`config.mk`:
```
export PLATFORM = sky130hd
export DESIGN_NAME = psum_accumulator
export DESIGN_NICKNAME = d
export VERILOG_FILES = /design/src/rtl/psum_accumulator.sv
export SDC_FILE = /design/constraint.sdc
export NUM_CORES = 1
export LEC_CHECK = 0
export CAP_MARGIN = 10
export CORE_MARGIN = 2
export CORE_UTILIZATION = 45
export CTS_CLUSTER_SIZE = 24
export DETAILED_ROUTE_END_ITERATION = 8
export GPL_TIMING_DRIVEN = 1
export HOLD_SLACK_MARGIN = 0.03
export PLACE_DENSITY_LB_ADDON = 0.15
export SLEW_MARGIN = 0
export SYNTH_ARGS = -nofsm -noshare
export SYNTH_HDL_FRONTEND = slang
export SYNTH_SLANG_ARGS = --single-unit
```
`constraint.sdc`:
```
create_clock -name clk -period 6.27 [get_ports clk]
set_clock_uncertainty 0.2 [all_clocks]
set_input_delay 1.254 -clock clk [delete_from_list [all_inputs] [get_ports clk]]
set_output_delay 1.254 -clock clk [all_outputs]
set_load 0.005 [all_outputs]
```
`src/rtl/psum_accumulator.sv`:
```
// -----------------------------------------------------------------------------
// psum_accumulator
//
// Output stage behind the fusion-unit column. It accumulates acc_len beats of a
// 4-lane packed partial-sum word into four wide accumulators. It repeats this
// for num_groups groups. Each finished 4-lane result is pushed into a small
// result FIFO that is drained through a valid/ready port.
//
// Optional feature macro: SATURATE_EN
//   defined   : a lane sum that overflows clamps to the representable limit
//   undefined : lane sums wrap modulo 2^ACC_WIDTH
//   The overflow flag asserts in both builds.
//
// Ports
//   clk          clock, all state on the rising edge
//   rst          synchronous active-high reset
//   start        latch acc_len/num_groups/signed_mode and begin a run (IDLE only)
//   acc_len      beats per group, 0 encodes 256
//   num_groups   groups per run, 0 encodes 256
//   signed_mode  1: lanes sign-extended, 0: lanes zero-extended
//   psum_in      4 x COL_WIDTH packed partial sums, lane0 in the LSBs
//   psum_valid   psum_in valid this cycle
//   psum_ready   block accepts psum_in this cycle
//   out_data     FIFO head, 4 x ACC_WIDTH, lane0 in the LSBs (0 when empty)
//   out_valid    FIFO non-empty
//   out_ready    consumer pops the head when out_valid & out_ready
//   busy         a run is in progress
//   done         one-cycle pulse after the last group of a run is pushed
//   overflow     sticky lane overflow flag, cleared by an accepted start
// -----------------------------------------------------------------------------
module psum_accumulator #(
  parameter int COL_WIDTH  = 13,
  parameter int ACC_WIDTH  = 24,
  parameter int FIFO_DEPTH = 4
) (
  input  logic                     clk,
  input  logic                     rst,
  input  logic                     start,
  input  logic [7:0]               acc_len,
  input  logic [7:0]               num_groups,
  input  logic                     signed_mode,
  input  logic [COL_WIDTH*4-1:0]   psum_in,
  input  logic                     psum_valid,
  output logic                     psum_ready,
  output logic [ACC_WIDTH*4-1:0]   out_data,
  output logic                     out_valid,
  input  logic                     out_ready,
  output logic                     busy,
  output logic                     done,
  output logic                     overflow
);

  localparam int PTR_W  = (FIFO_DEPTH > 1) ? $clog2(FIFO_DEPTH) : 1;
  localparam int CNT_W  = PTR_W + 1;
  localparam int WORD_W = ACC_WIDTH * 4;

  typedef enum logic [0:0] {
    ST_IDLE  = 1'b0,
    ST_ACCUM = 1'b1
  } state_t;

  // ---------------------------------------------------------------------------
  // Lane helpers
  // ---------------------------------------------------------------------------

  // Widen one input lane to accumulator width, sign- or zero-extending.
  function automatic logic [ACC_WIDTH-1:0] extend_lane(
    input logic [COL_WIDTH-1:0] lane,
    input logic                 sgn
  );
    logic [ACC_WIDTH-1:0] res;
    if (sgn) begin
      res = ACC_WIDTH'($signed(lane));
    end else begin
      res = ACC_WIDTH'(lane);
    end
    return res;
  endfunction

  // Add one extended lane to its accumulator. The result is {overflow, sum}.
  // Overflow is a signed check when sgn=1 and a carry-out when sgn=0.
  function automatic logic [ACC_WIDTH:0] lane_add(
    input logic [ACC_WIDTH-1:0] acc,
    input logic [ACC_WIDTH-1:0] ext,
    input logic                 sgn
  );
    logic [ACC_WIDTH:0]   wide;
    logic [ACC_WIDTH-1:0] res;
    logic                 ovf;
    wide = {1'b0, acc} + {1'b0, ext};
    res  = wide[ACC_WIDTH-1:0];
    if (sgn) begin
      // Operands of equal sign whose sum flips sign.
      ovf = (acc[ACC_WIDTH-1] == ext[ACC_WIDTH-1]) &&
            (res[ACC_WIDTH-1] != acc[ACC_WIDTH-1]);
    end else begin
      ovf = wide[ACC_WIDTH];
    end
`ifdef SATURATE_EN
    if (ovf) begin
      if (sgn) begin
        // A signed overflow can only happen with equal operand signs, so the
        // accumulator sign tells which rail to clamp to.
        if (acc[ACC_WIDTH-1]) begin
          res = {1'b1, {(ACC_WIDTH-1){1'b0}}};
        end else begin
          res = {1'b0, {(ACC_WIDTH-1){1'b1}}};
        end
      end else begin
        res = {ACC_WIDTH{1'b1}};
      end
    end else begin
      res = res;
    end
`endif
    return {ovf, res};
  endfunction

  // ---------------------------------------------------------------------------
  // State and storage
  // ---------------------------------------------------------------------------
  state_t               state_r;
  state_t               state_next_s;

  logic [7:0]           len_m1_r;      // acc_len - 1, so 0 naturally encodes 256
  logic [7:0]           grp_m1_r;      // num_groups - 1, same encoding
  logic                 sgn_r;
  logic [7:0]           beat_cnt_r;
  logic [7:0]           grp_cnt_r;
  logic [ACC_WIDTH-1:0] acc_r [0:3];
  logic                 ovf_r;
  logic                 done_r;

  logic [WORD_W-1:0]    fifo_mem_r [0:FIFO_DEPTH-1];
  logic [PTR_W-1:0]     wr_ptr_r;
  logic [PTR_W-1:0]     rd_ptr_r;
  logic [CNT_W-1:0]     count_r;
  logic [CNT_W-1:0]     count_next_s;
  logic                 out_valid_r;

  logic                 start_ok_s;
  logic                 last_beat_s;
  logic                 last_group_s;
  logic                 fifo_full_s;
  logic                 psum_ready_s;
  logic                 accept_s;
  logic                 push_s;
  logic                 pop_s;
  logic [WORD_W-1:0]    sum_word_s;
  logic [3:0]           lane_ovf_s;
  logic [ACC_WIDTH:0]   lane_res_s;

  // ---------------------------------------------------------------------------
  // Handshake and control decode
  // ---------------------------------------------------------------------------
  assign start_ok_s   = (state_r == ST_IDLE) && start;
  assign last_beat_s  = (beat_cnt_r == len_m1_r);
  assign last_group_s = (grp_cnt_r == grp_m1_r);
  // Full is judged on the registered count: a pop on the same edge does not
  // make room for the push.
  assign fifo_full_s  = (count_r == CNT_W'(FIFO_DEPTH));
  assign psum_ready_s = (state_r == ST_ACCUM) && !(last_beat_s && fifo_full_s);
  assign accept_s     = psum_valid && psum_ready_s;
  assign push_s       = accept_s && last_beat_s;
  assign pop_s        = out_valid_r && out_ready;

  // ---------------------------------------------------------------------------
  // FSM
  // ---------------------------------------------------------------------------

  // State register.
  always_ff @(posedge clk) begin
    if (rst) begin
      state_r <= ST_IDLE;
    end else begin
      state_r <= state_next_s;
    end
  end

  // Next-state decode: a run ends on the edge its last group is pushed.
  always_comb begin
    state_next_s = state_r;
    case (state_r)
      ST_IDLE: begin
        if (start) begin
          state_next_s = ST_ACCUM;
        end else begin
          state_next_s = ST_IDLE;
        end
      end
      ST_ACCUM: begin
        if (push_s && last_group_s) begin
          state_next_s = ST_IDLE;
        end else begin
          state_next_s = ST_ACCUM;
        end
      end
      default: begin
        state_next_s = ST_IDLE;
      end
    endcase
  end

  // ---------------------------------------------------------------------------
  // Datapath
  // ---------------------------------------------------------------------------

  // Per-lane extend-and-add; the pushed word already includes the current beat.
  always_comb begin
    sum_word_s = '0;
    lane_ovf_s = 4'b0000;
    lane_res_s = '0;
    for (int i = 0; i < 4; i++) begin
      lane_res_s = lane_add(acc_r[i],
                            extend_lane(psum_in[i*COL_WIDTH +: COL_WIDTH], sgn_r),
                            sgn_r);
      sum_word_s[i*ACC_WIDTH +: ACC_WIDTH] = lane_res_s[ACC_WIDTH-1:0];
      lane_ovf_s[i]                        = lane_res_s[ACC_WIDTH];
    end
  end

  // Run configuration plus beat and group counters.
  always_ff @(posedge clk) begin
    if (rst) begin
      len_m1_r   <= 8'd0;
      grp_m1_r   <= 8'd0;
      sgn_r      <= 1'b0;
      beat_cnt_r <= 8'd0;
      grp_cnt_r  <= 8'd0;
    end else if (start_ok_s) begin
      len_m1_r   <= acc_len - 8'd1;
      grp_m1_r   <= num_groups - 8'd1;
      sgn_r      <= signed_mode;
      beat_cnt_r <= 8'd0;
      grp_cnt_r  <= 8'd0;
    end else if (push_s) begin
      beat_cnt_r <= 8'd0;
      grp_cnt_r  <= grp_cnt_r + 8'd1;
    end else if (accept_s) begin
      beat_cnt_r <= beat_cnt_r + 8'd1;
    end else begin
      beat_cnt_r <= beat_cnt_r;
    end
  end

  // Lane accumulators: cleared at run start and after every completed group.
  always_ff @(posedge clk) begin
    for (int i = 0; i < 4; i++) begin
      if (rst || start_ok_s || push_s) begin
        acc_r[i] <= '0;
      end else if (accept_s) begin
        acc_r[i] <= sum_word_s[i*ACC_WIDTH +: ACC_WIDTH];
      end else begin
        acc_r[i] <= acc_r[i];
      end
    end
  end

  // Sticky overflow flag and the end-of-run pulse.
  always_ff @(posedge clk) begin
    if (rst) begin
      ovf_r  <= 1'b0;
      done_r <= 1'b0;
    end else begin
      done_r <= push_s && last_group_s;
      if (start_ok_s) begin
        ovf_r <= 1'b0;
      end else if (accept_s && (lane_ovf_s != 4'b0000)) begin
        ovf_r <= 1'b1;
      end else begin
        ovf_r <= ovf_r;
      end
    end
  end

  // ---------------------------------------------------------------------------
  // Result FIFO
  // ---------------------------------------------------------------------------

  // Occupancy after this edge; push and pop together leave it unchanged.
  always_comb begin
    count_next_s = count_r;
    case ({push_s, pop_s})
      2'b10:   count_next_s = count_r + CNT_W'(1);
      2'b01:   count_next_s = count_r - CNT_W'(1);
      default: count_next_s = count_r;
    endcase
  end

  // Result storage; writes only happen when a slot is free.
  always_ff @(posedge clk) begin
    if (push_s) begin
      fifo_mem_r[wr_ptr_r] <= sum_word_s;
    end else begin
      fifo_mem_r[wr_ptr_r] <= fifo_mem_r[wr_ptr_r];
    end
  end

  // Pointers, occupancy and the registered non-empty flag.
  always_ff @(posedge clk) begin
    if (rst) begin
      wr_ptr_r    <= '0;
      rd_ptr_r    <= '0;
      count_r     <= '0;
      out_valid_r <= 1'b0;
    end else begin
      if (push_s) begin
        wr_ptr_r <= wr_ptr_r + PTR_W'(1);
      end else begin
        wr_ptr_r <= wr_ptr_r;
      end
      if (pop_s) begin
        rd_ptr_r <= rd_ptr_r + PTR_W'(1);
      end else begin
        rd_ptr_r <= rd_ptr_r;
      end
      count_r     <= count_next_s;
      out_valid_r <= (count_next_s != '0);
    end
  end

  // ---------------------------------------------------------------------------
  // Outputs
  // ---------------------------------------------------------------------------
  // The head is masked while empty so stale or never-written entries stay hidden
  // after a reset.
  assign out_data   = out_valid_r ? fifo_mem_r[rd_ptr_r] : '0;
  assign out_valid  = out_valid_r;
  assign psum_ready = psum_ready_s;
  assign busy       = (state_r != ST_IDLE);
  assign done       = done_r;
  assign overflow   = ovf_r;

endmodule
```
Word level (Yosys, flattened, before mapping):

Memory sizes are Yosys's and may differ from the RTL's. A register that Yosys moved wholly into a read port is not among the register bits.
Index checks and enable logic that the tools add are counted.
Widths: inputs -> output; s select.

* memories kept: 2
* bits of input ports: 74
* output and inout port bits: 101
* register bits: 44
* RAM bits: 480

* reduce and logical (&&, ||, !) cells: 20
* bitwise operators: 10
* muxes and demuxes: 35
* add/subtract/negate cells: 12
* equality and inequality tests: 14

Memory list
* fifo_mem_r: words 4, bits a word 96, rd ports 1, clocked after Yosys merged registers in 1, write ports 1, line 134 `logic [WORD_W-1:0] fifo_mem_r [0:FIFO_DEPTH-1];`
* acc_r: words 4, bits a word 24, rd ports 4, clocked after Yosys merged registers in 0, write ports 4, line 130 `logic [ACC_WIDTH-1:0] acc_r [0:3];`

Operators by type and width (count)
* $mux 24: 12
* $mux 96: 2
* $add 24x24->25: 4
* $mux 1: 17
* $add 8x1->8 const B: 2
* $eq 8x8->1: 2
* $sub 8x1->8 const B: 2
* $logic_and 1x1->1: 12
* $or 1x1->1: 9
* $pmux 3 s2: 1
* $add 2x1->2 const B: 2
* $eq 1x1->1: 4
* $mux 2: 2
* $ne 1x1->1: 4
* $reduce_bool 4->1: 1
* $add 3x1->3 const B: 1
* $eq 3x3->1 const B: 1
* $reduce_bool 3->1: 1
* $reduce_or 3->1: 1
* $sub 3x1->3 const B: 1
* $eq 2x1->1 const B: 1
* $eq 2x2->1 const B: 1
* $logic_or 1x1->1: 2
* $pmux 1 s2: 1
* 5 further kinds: 5

Logic depth before layout (Yosys ltp):

* word-level depth: 11
* gate-level depth with buffers: 13

Least setup slack after synthesis:

Ideal clock, no wire load.

* kind: input -> register
* from: in psum_valid
* to: mem fifo_mem_r[0][0] (netlist name), enable pin
* buffers on the path: 1
* data required time: 5.604 ns
* cell stages on the path: 4
* library setup time: 0.466 ns
* arrival: 4.199 ns
* setup slack: 1.405 ns
* path through: nand2_1 > nor3_1 > buf_2 > and2_1

* word-level cells in the longest chain between the ends: 5
* elaborated cells on any way between the ends: 7
* those cells by class: mux (3); bitwise (1); reduce/logical (3)

RTL lines
* start: declaration: line 43 `input logic psum_valid,`
* $logic_and 1x1->1 *: line 163 `assign accept_s = psum_valid && psum_ready_s;`
* $logic_and 1x1->1 *: line 164 `assign push_s = accept_s && last_beat_s;`
* $mux 1, on equally long branches: line 292, 295
* $mux 1 (not written as such) or $reduce_and 2->1 (tied branches)
* $or 1x1->1 (no line) *
* end: declaration: line 134

Every way passes the cells marked *; elsewhere a longest branch is shown, timed or not.

==> flow_metrics.py <==
metrics = {
    "status": {
        "status": "completed",
    },
    "place": {
        "gp_congestion": 0.849,
        "port_buffers": 174,
        "place_hpwl_mm": 35.9,
        "placed_area_mm2": 0.0274,
        "pre_cts_slack_ns": 1.45,
    },
    "routing": {
        "via_per_inst": 5.57,
        "route.detailed.drc": 0,
        "avgRoutedWirePerCell_um": 21.1,
        "drt_first_iter_violations": 943,
        "antenna_left": 0,
        "drt-total-wl_mm": 56.0,
        "dr.pass1.iters": 5,
        "vias": 14800,
    },
    "finish": {
        "drive_gt1_share_pct": 11.4,
        "final_cell_area_mm2": 0.0290,
        "num_antenna_cells": 0,
        "finish.utilization_pct": 52.9,
        "area_delta_synth_final_pct": 16.7,
        "layout.nets": 2052,
        "fill_cells": 4599,
        "multi_input_area_mm2": 0.00907,
        "area.sequential_mm2": 0.0153,
    },
    "critical_path": {
        "r2r_end": "overflow",
        "r2r_start": "sgn_r",
        "end_kind": "primary output",
        "crit_required_ns": 4.82,
        "cp.arrival_ns": 3.25,
        "start_kind": "flop",
        "reg2reg_setup_slack_ns": 2.65,
        "worst-path-max-fanout": 43,
        "rr_worst_depth": 12,
        "path_class": "reg2out",
    },
    "min_path": {
        "holdPathStages": 2,
        "holdCritPathClass": "reg2reg",
        "hold_end": "overflow",
        "worstHoldStart": "overflow",
    },
    "synthesis": {
        "async_reset_ff_share_pct": 0,
        "synthFlopType": "edfxtp_1",
        "synth_edf_count": 480,
        "syn_area_per_cell_um2": 14.3,
        "synth_cell_types": 78,
        "synth_nets": 1887,
        "synth_warnings": 0,
        "synth_common_cells": "edfxtp_1 (480), and2_1 (136), nor2_1 (102)",
        "yosysTopAreaCellShare_pct": 58.0,
        "synthTopCellsByArea": "edfxtp_1 (58%), mux4_2 (8.7%), dfxtp_1 (3.7%), and2_1 (3.4%), ha_1 (3.4%)",
        "synthCells": 1740,
        "yosysMostFrequentCell": "edfxtp_1",
        "yosys.area.top_type": "edfxtp_1",
        "ys_ff_latch": 526,
        "netlist_area_mm2": 0.0249,
        "ys_seq_area_share_pct": 61.7,
    },
    "global_route": {
        "grt_util_met2_pct": 33.4,
        "grt_max_degree": 77,
        "grtUsageTotal_pct": 19.9,
        "grt_pass1_wl_mm": 86.6,
        "antenna_found_initial": 4,
        "met3_usage_pct": 3.08,
        "grt.busiest_layer": "met2",
        "met1_usage_pct": 27.6,
        "gr-total-overflow": 0,
        "grt_pass1_vias": 15000,
    },
    "sta": {
        "fmax_mhz": 212,
        "slew_headroom_pct": 27.5,
        "hold_viol": 0,
        "fin_setup_tns_ns": 0,
        "worst_slack_ns": 1.56,
        "slew_violations": 0,
        "worstMarginPinSlew_ns": 1.08,
        "rsz0062_at_grt": "no",
        "setup_viol": 0,
        "min_period_ns": 4.71,
        "holdWs_ns": 0.270,
        "min_period_over_period_pct": 75.1,
    },
    "pwr": {
        "p_leak_nw": 10.2,
        "power_density_mw_per_mm2": 282,
        "ir_worst_vdd_mv": 0.183,
    },
    "floorplan": {
        "die_x_um": 239,
        "fp-row-count": 86,
        "die_area_mm2": 0.0571,
        "coreArea_mm2": 0.0549,
        "start_util_pct": 45.3,
        "die_h_um": 239,
        "io_pins": 175,
    },
    "clock_tree": {
        "root_buffer": "clkbuf_16",
        "cts_buffers": 54,
        "cts_max_level": 2,
        "ctsResizeCount": 0,
        "clock_latency_ns": 0.59,
        "clk_pin_slew_ns": 0.06,
        "clockBufferDepth": 3,
        "postCtsSetupBuffers": 0,
        "clock-sinks": 526,
        "hold_buffers": 0,
        "cts_tree": "built",
    },
    "flow_run": {
        "maxCapViolCount": 0,
    },
}
==> area by class of cell <==
class                   instances  share of cell area [%]
clock buffers                  69                    5.03
clock inverters                31                   0.595
inverters                      39                   0.505
flip-flops and latches        526                    52.9
well taps                     704                    3.04
repair buffers                192                    6.69
multi-input cells            1092                    31.3
==> through the flow <==
stage	instances	power, mW
floorplan	1740	4.90
global placement	2553	5.25
detailed placement	2553	5.28
CTS	2653	8.29
global route	2653	8.54
finish	2653	8.19
==> critical path: stages (launching register included) <==
cell and delay [ns]:
dfxtp_4 0.93, buf_4 0.47, mux4_2 0.58, and2_1 0.18, clkdlybuf4s50_1 0.45
==> state kept, by name, indices dropped and copies added (netlist names), named ones only <==
name	count
overflow	1
acc_r	96
wr_ptr_r	2
busy	1
rd_ptr_r	2
beat_cnt_r	8
out_valid	1
len_m1_r	8
fifo_mem_r	384
grp_m1_r	8
count_r	3
sgn_r	1
done	1
grp_cnt_r	8
==> per-layer routing <==
layer,vias up,share of wire [%]
met5,-,0.023
met3,61,4.0
met1,7410,46
met4,2,1.6
li1,7008,-
met2,300,48
==> cell families (layout without fill, tap and decap cells) <==
group | after synthesis | count (layout) | share of synthesized area (%)
fa+ha+maj | 74 | 74 | 3.87
xor+xnor | 138 | 138 | 4.86
mux | 112 | 112 | 9.34
simple gates | 534 | 534 | 11.8
flops | 526 | 526 | 61.7
buf+inv | 122 | 331 | 1.97
compound gates | 234 | 234 | 6.42
==> power by group <==
part	switching, mW	internal (mW)	total [mW]
sequential	0.0817	4.06	4.15
clock	1.32	1.68	2.99
combinational	0.618	0.436	1.05
==> worst max path at each step <==
| stage | startpoint | to | slack, ns |
|---|---|---|---|
| 2_1_floorplan | psum_valid | fifo_mem_r[0][0] | 1.40 |
| 3_3_place_gp | psum_in[0] | acc_r[0][22] | 1.53 |
| 3_5_place_dp | psum_in[0] | acc_r[0][22] | 1.45 |
| 4_1_cts | flop | out_data[31] | 1.39 |
| 5_1_grt | flop | out_data[20] | 1.27 |
| 6_report | flop | out_data[15] | 1.56 |
==> placed cells by master, fill, tap and decap left out, types with 7 or more instances in the layout <==
master / n
o21ai_0: 18
mux2i_1: 16
dfxtp_1: 43
a21o_1: 20
or3_1: 11
inv_1: 34
o21a_1: 12
nand3_1: 32
and3_1: 68
clkbuf_16: 56
xor2_1: 58
and2_1: 131
clkdlybuf4s50_1: 174
xnor2_1: 80
clkinv_1: 15
nor4_1: 16
a31oi_1: 14
o22ai_1: 8
buf_4: 13
ha_1: 68
o21bai_1: 7
a21oi_1: 61
o211ai_1: 7
a211oi_1: 23
mux4_2: 96
nor2_1: 101
clkinv_2: 10
clkbuf_1: 12
nor3_1: 26
o21ai_1: 12
nand4_1: 20
nand2_1: 56
nor2b_1: 22
edfxtp_1: 480
Note: power is estimated with default switching activity, not from simulation.
